[src/rtl/regfile_wb_arbiter.sv]
// Round-robin arbiter for the shared register-file write port, with a busy scoreboard.
// Optional same-cycle read bypass of the committing write: REGFILE_WB_BYPASS_EN.
`ifndef XLEN
`define XLEN 32
`endif

module regfile_wb_arbiter #(
  parameter int unsigned INIT_PRIO = 0
) (
  input  logic              clk,
  input  logic              rstn,
  input  logic              req0_valid,
  output logic              req0_ready,
  input  logic [4:0]        req0_addr,
  input  logic [`XLEN-1:0]  req0_data,
  input  logic              req1_valid,
  output logic              req1_ready,
  input  logic [4:0]        req1_addr,
  input  logic [`XLEN-1:0]  req1_data,
  input  logic              sb_set,
  input  logic [4:0]        sb_set_addr,
  output logic [31:0]       sb_busy,
  input  logic [4:0]        rd_addr,
  output logic [`XLEN-1:0]  rd_data,
  output logic [4:0]        rf_read_addr,
  input  logic [`XLEN-1:0]  rf_read_data,
  output logic              rf_write,
  output logic [4:0]        rf_write_addr,
  output logic [`XLEN-1:0]  rf_write_data
);

  localparam int W = `XLEN;

  typedef struct packed {
    logic         vld;
    logic [4:0]   addr;
    logic [W-1:0] data;
  } wb_t;

  wb_t         wb_q;
  wb_t         wb_nxt;
  logic        prio;
  logic        contend;
  logic        gnt0;
  logic        gnt1;
  logic [31:0] sb_q;
  logic [31:0] sb_nxt;

  // prio=0 favours req0 when both are valid
  always_comb begin
    contend = req0_valid && req1_valid;
    gnt0 = rstn && req0_valid && (!req1_valid || !prio);
    gnt1 = rstn && req1_valid && (!req0_valid || prio);
  end

  always_comb begin
    wb_nxt = wb_q;
    wb_nxt.vld = 1'b0;
    unique case (1'b1)
      gnt0: begin
        if (req0_addr != 5'd0) begin
          wb_nxt.vld  = 1'b1;
          wb_nxt.addr = req0_addr;
          wb_nxt.data = req0_data;
        end
      end
      gnt1: begin
        if (req1_addr != 5'd0) begin
          wb_nxt.vld  = 1'b1;
          wb_nxt.addr = req1_addr;
          wb_nxt.data = req1_data;
        end
      end
      default: ;
    endcase
  end

  // set after clear: a newly issued producer outranks the retiring one
  always_comb begin
    sb_nxt = sb_q;
    if (wb_q.vld && wb_q.addr != 5'd0)
      sb_nxt[wb_q.addr] = 1'b0;
    if (sb_set && sb_set_addr != 5'd0)
      sb_nxt[sb_set_addr] = 1'b1;
    sb_nxt[0] = 1'b0;
  end

  always_ff @(posedge clk or negedge rstn) begin
    if (!rstn) begin
      wb_q <= '0;
      sb_q <= '0;
      prio <= (INIT_PRIO != 0);
    end else begin
      wb_q <= wb_nxt;
      sb_q <= sb_nxt;
      if (contend)
        prio <= ~prio;
    end
  end

  assign req0_ready    = gnt0;
  assign req1_ready    = gnt1;
  assign sb_busy       = sb_q;
  assign rf_write      = wb_q.vld;
  assign rf_write_addr = wb_q.addr;
  assign rf_write_data = wb_q.data;
  assign rf_read_addr  = rd_addr;

`ifdef REGFILE_WB_BYPASS_EN
  always_comb begin
    rd_data = rf_read_data;
    if (wb_q.vld && wb_q.addr == rd_addr && rd_addr != 5'd0)
      rd_data = wb_q.data;
  end
`else
  assign rd_data = rf_read_data;
`endif

endmodule

[config.mk]
export PLATFORM = sky130hd
export DESIGN_NAME = regfile_wb_arbiter
export DESIGN_NICKNAME = d
export VERILOG_FILES = /design/src/rtl/regfile_wb_arbiter.sv
export SDC_FILE = /design/constraint.sdc
export NUM_CORES = 1
export LEC_CHECK = 0
export CAP_MARGIN = 20
export CORE_MARGIN = 10
export CORE_UTILIZATION = 37
export CTS_CLUSTER_DIAMETER = 150
export CTS_CLUSTER_SIZE = 24
export DETAILED_ROUTE_END_ITERATION = 16
export PLACE_DENSITY = 0.94
export SETUP_SLACK_MARGIN = 0.05
export SKIP_CTS_REPAIR_TIMING = 1
export SLEW_MARGIN = 20
export SYNTH_ARGS = -nofsm -noshare
export SYNTH_HDL_FRONTEND = slang
export SYNTH_SLANG_ARGS = --single-unit
[constraint.sdc]
create_clock -name clk -period 3.1 [get_ports clk]
set_clock_uncertainty 0.2 [all_clocks]
set_input_delay 0.775 -clock clk [delete_from_list [all_inputs] [get_ports clk]]
set_output_delay 0.775 -clock clk [all_outputs]
set_load 0.01 [all_outputs]
==> metrics.cfg, run 1 <==
[synthesis]
synth.ff_latch_count = 70
yosysTopAreaCell = dfrtp_1
synthTopCellsByArea = dfrtp_1 52%, a221o_1 11%, o21ai_0 9.3%, buf_4 8.8%, and3_1 6.0%
syn-num-nets = 429
syn_avg_cell_area_um2 = 10.85
netlist.area_leader.share_pct = 52.43
synth_cell_types = 29
netlist_area_mm2 = 0.003341
ys_warn_count = 0
synthCells = 308
yosysSeqAreaShare_pct = 52.43

[placed_design]
pre_cts_ws_ps = 7.815
numPortBuffers = 154
gp_congestion = 0.8244
dp.cells = 523
hpwl_mm = 9.118

[cts]
cts-root-buf = clkbuf_8
clock_latency_ps = 340
cts_buffers = 9
cts_buffer_depth = 2
clk_pin_slew_ps = 70
cts_sinks = 70
cts_tree = yes
htree_num_levels = 3

[setup_path]
critical_path.max_fanout = 3
startpoint_type = input port
reg2reg_depth = 7
cp-end-kind = output port
worst_ep_arrival_time_ps = 1730
required_ps = 2120
path_class = in -> out

[sta]
tns_ps = 0
post-route-min-period_ps = 2703
rsz0062_at_grt = no
fmax_ghz = 0.3700
hold_viol = 0
final_max_slew_viol_count = 0
tightest_slew_ps = 867.8
fin_crit_sh_pct = 87.19
slew_headroom_pct = 42.15
setup_violations = 0
worst_slack_ps = 397.0

[detailed_routing]
drt_first_pass_iters = 4
via_per_inst = 5.631
drc = 0
routed_wl_mm = 11.71
drt-wirelength-per-cell_um = 21.72
ant_nets = 0
drt_iter0_drc = 135
vias = 3035

[global_route]
antenna_found_initial = 0
grtUsageTotal_pct = 17.09
grt_overflow_total = 0
grt_pass1_wl_mm = 17.77
grt_pass1_vias = 3259
grt_max_degree = 70

[die]
io_pins = 230
fp-row-count = 34
dieArea_mm2 = 0.01323
die_h_um = 115.0
die_width_um = 115.0
initial_core_util_pct = 38.12
core_area_mm2 = 0.008763

[final_layout]
syn_to_final_growth_pct = 45.84
nNetsFinal = 547
drive_gt1_share_pct = 6.729
insertedDiodeCount = 0
final_cell_mix = 151 x clkdlybuf4s50_1, 70 x dfrtp_1, 62 x o21ai_0
finalNonFillerCells = 539
final_common_cell = clkdlybuf4s50_1
nFillCells = 730

[worst_hold_path]
holdCritPathClass = in -> async

[pwr]
power.density_mw_per_mm2 = 762.2
peakVddDrop_mv = 0.2623
p_leak_uw = 0.002046

[job]
cap_violations = 0

[outcome]
status = completed

[state kept, by name, indices dropped and copies added (netlist names)]
register	flops
prio	1
rf_write	1
rf_write_addr	5
rf_write_data	32
sb_busy	31
[layout make-up]
type / instances / area (µm²) / area share, %
timing repair buffer: 163 / 1622 / 33.28
tap: 108 / 135.1 / 2.774
clock inverter: 5 / 50.05 / 1.027
inverter: 2 / 7.507 / 0.1541
clock buffer: 11 / 131.4 / 2.696
multi-input combinational: 180 / 1175 / 24.11
sequential: 70 / 1752 / 35.95
[worst max-delay path: stages]
cell and delay, ps:
clkdlybuf4s50_1 510, nand2_1 100, a21oi_4 150, dlymetal6s2s_1 180
[metal layers]
metal	vias up	wire, µm	GRT usage, %
met5	-	0	0
met4	0	471	10.15
met3	38	1422	7.187
met2	210	5679	28.30
met1	1444	4131	17.77
li1	1343	-	-
[final timing paths]
path	end	startpoint	slack (ps)
hold reg to reg	sb_busy[4]	sb_busy[4]	310
hold / removal	prio	rstn	50
max in group asynchronous	rf_write_addr[4]	rstn	1580
min in group clk	sb_busy[4]	sb_busy[4]	310
setup / recovery	req0_ready	req0_valid	400
setup reg to reg	rf_write_data[25]	prio	1180
[synth_stat cells]
library cell and instances:
dfrtp_1 70, o21ai_0 62, buf_4 39, a221o_1 37
and3_1 32, nand2_1 10, clkbuf_1 7, and2_1 6
buf_6 6, nand3_1 6, nand3b_1 5, nor2_1 4
buf_2 3, nor2b_1 3, nand2b_1 2, nor3_1 2
or3b_1 2, a21oi_2 1, a21oi_4 1, a22oi_2 1
clkbuf_2 1, conb_1 1, inv_1 1, inv_2 1
nand4_1 1, or2_0 1, or3_1 1, or3b_2 1
xnor2_1 1
[report_power, final]
part / internal (µW) / switching, µW / total [µW]
clock network: 367 / 336 / 703
logic: 880 / 630 / 1510
registers: 1250 / 255 / 1500
total: 2490 / 1220 / 3710
[through the flow]
| step | total power [µW] | cell area [µm²] | util, % | hold slack [ps] |
|---|---|---|---|---|
| after floorplan | 2080 | 3341 | - | 279.4 |
| after global placement | 2967 | 4686 | 53.47 | 285.1 |
| after detailed placement | 3037 | 4686 | 53.47 | 298.3 |
| after CTS | 3742 | 4867 | 55.54 | 31.69 |
| after global routing | 3910 | 4872 | 55.60 | 21.88 |
| final | 3713 | 4872 | 55.60 | 45.02 |
[kinds of logic (layout without fill, tap and decap cells)]
family / after synthesis / in the layout / share of synthesized area [%]
compound gates: 102 / 102 / 21.50
xor+xnor: 1 / 1 / 0.2622
buf+inv: 58 / 181 / 12.40
flops: 70 / 70 / 52.43
other cells: 1 / 1 / 0.1123
simple gates: 76 / 76 / 13.30
Power figures use the tool's default switching activity.
==> run 2, diff against run 1 <==
--- a/config.mk
+++ b/config.mk
@@ -11,7 +11,7 @@
 export CTS_CLUSTER_DIAMETER = 150
 export CTS_CLUSTER_SIZE = 24
 export DETAILED_ROUTE_END_ITERATION = 16
-export PLACE_DENSITY = 0.94
+export PLACE_DENSITY = 0.95
 export SETUP_SLACK_MARGIN = 0.05
 export SKIP_CTS_REPAIR_TIMING = 1
 export SLEW_MARGIN = 20
==> run 2 against run 1 <==
- flip-flop and latch count unchanged
- critical path depth up 1
- first-iteration DRC count up 14%
- routed wire length down 1.7%
- combinational power about the same
- register-to-register slack worse by 210 ps
- sequential power about the same
- critical endpoint is now req1_ready
- largest cell class unchanged
==> metrics.cfg, run 2 (same netlist as run 1, synthesis figures left out) <==
[outcome]
status = completed

[cts]
cts_sinks = 70  ; unchanged
cts-root-buf = clkbuf_8
cts_buffers = 9  ; unchanged
clock_latency_ps = 340  ; about the same
htree_num_levels = 3  ; unchanged
cts_buffer_depth = 2  ; unchanged
clk_pin_slew_ps = 70  ; about the same
cts_tree = yes

[sta]
fmax_ghz = 0.3676  ; -0.64%
post-route-min-period_ps = 2720  ; +17.33 ps
hold_viol = 0  ; unchanged
tightest_slew_ps = 855.5  ; -12.28 ps
slew_headroom_pct = 42.96  ; +0.82 points
tns_ps = 0  ; unchanged
setup_violations = 0  ; unchanged
worst_slack_ps = 379.6  ; -17.33 ps
rsz0062_at_grt = no
fin_crit_sh_pct = 87.75  ; +0.56 points
final_max_slew_viol_count = 0  ; unchanged

[global_route]
grt_pass1_wl_mm = 17.34  ; -2.4%
grtUsageTotal_pct = 16.44  ; -0.65 points
grt_overflow_total = 0  ; unchanged
grt_max_degree = 69  ; -1.4%
grt_pass1_vias = 3179  ; -2.5%
antenna_found_initial = 0  ; unchanged

[setup_path]
startpoint = req1_valid
required_ps = 2120  ; about the same
worst_ep_arrival_time_ps = 1750  ; +20 ps
critical_path.max_fanout = 2  ; -1
cp-end-kind = output port
startpoint_type = input port
path_class = in -> out
r2r_start = prio

[worst_hold_path]
holdCritPathClass = in -> async

[final_layout]
largest_reg_flops = 32  ; unchanged
final_cell_mix = 151 x clkdlybuf4s50_1, 70 x dfrtp_1, 62 x o21ai_0
final_common_cell = clkdlybuf4s50_1
insertedDiodeCount = 0  ; unchanged
drive_gt1_share_pct = 6.977  ; +0.25 points
nNetsFinal = 546  ; -0.18%
syn_to_final_growth_pct = 47.90

[detailed_routing]
vias = 2999  ; -1.2%
routed_wl_mm = 11.51  ; -1.7%
drt_iter0_drc = 154  ; +14%
drc = 0  ; unchanged
via_per_inst = 5.574  ; -1.0%
ant_nets = 0  ; unchanged
drt_first_pass_iters = 4  ; unchanged
drt-wirelength-per-cell_um = 21.40  ; -1.5%

[die]
die_width_um = 115.0  ; unchanged
die_h_um = 115.0  ; unchanged
dieArea_mm2 = 0.01323  ; unchanged
io_pins = 230  ; unchanged
fp-row-count = 34  ; unchanged
core_area_mm2 = 0.008763  ; unchanged
initial_core_util_pct = 38.12  ; unchanged

[pwr]
power.density_mw_per_mm2 = 795.9  ; +4.4%
p_leak_uw = 0.002075  ; +1.4%
peakVddDrop_mv = 0.2610  ; -0.49%

[job]
cap_violations = 0  ; unchanged

[placed_design]
gp_congestion = 0.8258  ; +0.17%
pre_cts_ws_ps = -5.132  ; -12.95 ps
hpwl_mm = 9.081  ; -0.41%
numPortBuffers = 154  ; unchanged

[run 2: changes by cell type in the layout (fill, tap and decap cells not counted), sizes merged]
cell    before  now
clkinv       4    1
buf         10    9
bufinv       1    3
inv          2    3
[run 2: layer usage]
layer,GRT usage (%),vias to the layer above,share of wire (%)
met5,0,-,0
met4,8.003,0,2.6
met3,6.927,38,12
met2,27.59,174,50
met1,17.45,1449,36
li1,-,1338,-
[run 2: through the flow]
step | hold WS (ps) | std cells | cell area [µm²] | power [µW] | util, %
5_1_grt | 21.31 | 538 | 4941 | 4134 | 56.38
2_1_floorplan | 279.4 | 308 | 3341 | 2080 | -
6_report | 37.60 | 538 | 4941 | 3933 | 56.38
3_5_place_dp | 296.1 | 522 | 4681 | 3031 | 53.41
3_3_place_gp | 286.5 | 522 | 4681 | 2969 | 53.41
4_1_cts | 20.27 | 538 | 4936 | 3971 | 56.33
[run 2: cell type report]
class	instances	area, µm²
clock buffer	11	151.4
clock inverter	5	103.9
fill	743	3822
inverter	2	7.507
multi-input combinational	180	1175
sequential	70	1752
tap	108	135.1
timing repair buffer	162	1617
[run 2: critical path: stages]
cell             delay, ps
clkdlybuf4s50_1        490
nand2_1                 80
a21oi_2                100
buf_4                  130
dlymetal6s2s_1         160
[run 2: final timing paths]
check                                    endpoint  slack [ps]  cells after the start
max in group asynchronous       rf_write_data[17]        1620                      2
worst max-delay path                   req1_ready         380                      5
min in group clk                      sb_busy[24]         320                      2
worst max register to register  rf_write_data[24]         970                      7
worst min-delay path                  sb_busy[25]          40                      1
worst min register to register        sb_busy[24]         320                      2
[run 2: power breakdown]
group / leakage, µW / internal, µW / total, µW / switching [µW]
combinational: 0.00115 / 878 / 1500 / 624
sequential: 0.000796 / 1240 / 1500 / 252
clock: 0.000130 / 580 / 933 / 353
==> run 3, diff against run 2 <==
--- a/config.mk
+++ b/config.mk
@@ -12,6 +12,7 @@
 export CTS_CLUSTER_SIZE = 24
 export DETAILED_ROUTE_END_ITERATION = 16
 export PLACE_DENSITY = 0.95
+export REMOVE_ABC_BUFFERS = 1
 export SETUP_SLACK_MARGIN = 0.05
 export SKIP_CTS_REPAIR_TIMING = 1
 export SLEW_MARGIN = 20
==> run 3 against run 2 <==
- die area is the same
- fmax barely moved
- core utilization decreased by 0.10 points
- sequential power barely moved
- global-route usage increased by 1.0 points
- cell area is 0.18% lower
- routed wire length is 5.1% higher
- clock-buffer cell count fell by 1
- sequential share of layout area up 0.063 points
- final cell count down 0.19%
- register-to-register slack improved by 80 ps
- critical path type unchanged
==> metrics.cfg, run 3 (same netlist as run 1, synthesis figures left out) <==
[cts]
cts_buffers = 9  ; unchanged
htree_num_levels = 3  ; unchanged
cts_buffer_depth = 2  ; unchanged
clock_latency_ps = 330  ; about the same
cts_tree = yes
cts-root-buf = clkbuf_8
cts_sinks = 70  ; unchanged
clk_pin_slew_ps = 80  ; about the same

[final_layout]
largest_reg_flops = 32  ; unchanged
final_common_cell = clkdlybuf4s50_1
final_cell_mix = 151 x clkdlybuf4s50_1, 70 x dfrtp_1, 62 x o21ai_0
syn_to_final_growth_pct = 47.64
finalNonFillerCells = 537  ; -0.19%
drive_gt1_share_pct = 6.760  ; -0.22 points
insertedDiodeCount = 0  ; unchanged
nNetsFinal = 545  ; -0.18%
final_area_mm2 = 0.004932  ; -0.18%

[sta]
slew_headroom_pct = 55.85  ; +13 points
post-route-min-period_ps = 2722  ; +1.358 ps
setup_violations = 0  ; unchanged
rsz0062_at_grt = no
final_max_slew_viol_count = 0  ; unchanged
hold_viol = 0  ; unchanged
fmax_ghz = 0.3674  ; about the same
hold_slack_ps = 223.6  ; +186.0 ps
fin_crit_sh_pct = 87.80  ; about the same
tightest_slew_ps = 662.2  ; -193.4 ps

[die]
initial_core_util_pct = 38.12  ; unchanged
fp-row-count = 34  ; unchanged
dieArea_mm2 = 0.01323  ; unchanged
die_width_um = 115.0  ; unchanged
die_h_um = 115.0  ; unchanged
core_area_mm2 = 0.008763  ; unchanged
io_pins = 230  ; unchanged

[placed_design]
hpwl_mm = 9.464  ; +4.2%
numPortBuffers = 154  ; unchanged
dp.cells = 521  ; -0.19%
dpl_cell_area_mm2 = 0.004673  ; -0.16%
gp_congestion = 0.8178  ; -0.97%

[pwr]
intPower_uw = 2685  ; -0.69%
netSwitchingPower_uw = 1218  ; -0.95%
p_leak_uw = 0.002067  ; -0.37%
power.density_mw_per_mm2 = 791.2  ; -0.60%
seq_power_share_pct = 38.4  ; +0.3 points
p_total_uw = 3902  ; -0.77%
switching_share_pct = 31.20  ; -0.055 points
p_clk_share_pct = 23.4  ; -0.3 points
peakVddDrop_mv = 0.3010  ; +15%
combPwrFrac_pct = 38.2  ; about the same

[setup_path]
required_ps = 2120  ; about the same
path_class = in -> out
cp-end-kind = output port
startpoint_type = input port
worst_ep_arrival_time_ps = 1750  ; about the same
critical_path.max_fanout = 3  ; +1

[detailed_routing]
drt-wirelength-per-cell_um = 22.52  ; +5.3%
drt_iter0_drc = 112  ; -27%
routed_wl_mm = 12.09  ; +5.1%
drt_first_pass_iters = 5  ; +1
ant_nets = 0  ; unchanged
vias = 2988  ; -0.37%
drc = 0  ; unchanged
via_per_inst = 5.564  ; -0.18%

[global_route]
grtUsageMet1_pct = 20.43  ; +3.0 points
grt_overflow_total = 0  ; unchanged
grt_pass1_wl_mm = 17.93  ; +3.4%
antenna_found_initial = 0  ; unchanged
met3_usage_pct = 13.23  ; +6.3 points
grt_pass1_vias = 3203  ; +0.75%
grt_use_met2_pct = 24.02  ; -3.6 points
grtUsageTotal_pct = 17.47  ; +1.0 points
grt-busiest-layer = met2
grt_max_degree = 54  ; -22%

[job]
cap_violations = 0  ; unchanged

[outcome]
status = completed

[worst_hold_path]
holdCritPathClass = in -> async

[run 3: cell count changes in the layout (fill, tap and decap cells not counted), sizes merged]
cell / previous run / this run
buf: 9 / 8
clkbuf: 11 / 10
inv: 3 / 4
[run 3: worst max-delay path: stages]
cell and delay, ps:
clkdlybuf4s50_1 550, nand2_1 90, a21oi_2 150, dlymetal6s2s_1 190
[run 3: layout make-up]
cell class,instances,area (µm²)
clock buffers,10,137.6
multi-input cells,180,1175
repair buffers,161,1609
flip-flops and latches,70,1752
inverters,2,7.507
well taps,108,135.1
fillers,733,3831
clock inverters,6,116.4
[run 3: worst paths after layout]
path | start | end | slack (ps) | cells after the start
max | req1_valid | req1_ready | 380 | 4
min | rstn | prio | 220 | 2
max reg2reg | prio | rf_write_data[12] | 1050 | 6
min reg2reg | rf_write_data[1] | rf_write_data[1] | 310 | 1
max in group asynchronous | rstn | rf_write_data[24] | 1850 | 2
min in group clk | rf_write_data[1] | rf_write_data[1] | 310 | 1
[run 3: power by group through the flow]
stage / Sequential, µW / Clock (µW) / Combinational, µW
2_1_floorplan: 1610 / 0 / 384
3_3_place_gp: 1490 / 0 / 1460
3_5_place_dp: 1500 / 0 / 1510
4_1_cts: 1500 / 937 / 1510
5_1_grt: 1540 / 978 / 1600
6_report: 1500 / 914 / 1490
[run 3: metrics by stage]
| stage | setup WS (ps) | util [%] | setup TNS [ps] |
|---|---|---|---|
| after floorplan | 284.0 | - | 0 |
| after global placement | -9.099 | 53.33 | -9.099 |
| after detailed placement | -2.765 | 53.33 | -2.765 |
| after CTS | -17.06 | 56.23 | -17.06 |
| after global routing | 309.9 | 56.28 | 0 |
| final | 378.3 | 56.28 | 0 |
[run 3: layer usage]
metal	vias up	wire length [µm]	share of wire, %
met4	0	90	0.74
li1	1341	-	-
met2	227	5140	43
met5	-	0	0
met1	1413	4679	39
met3	7	2184	18
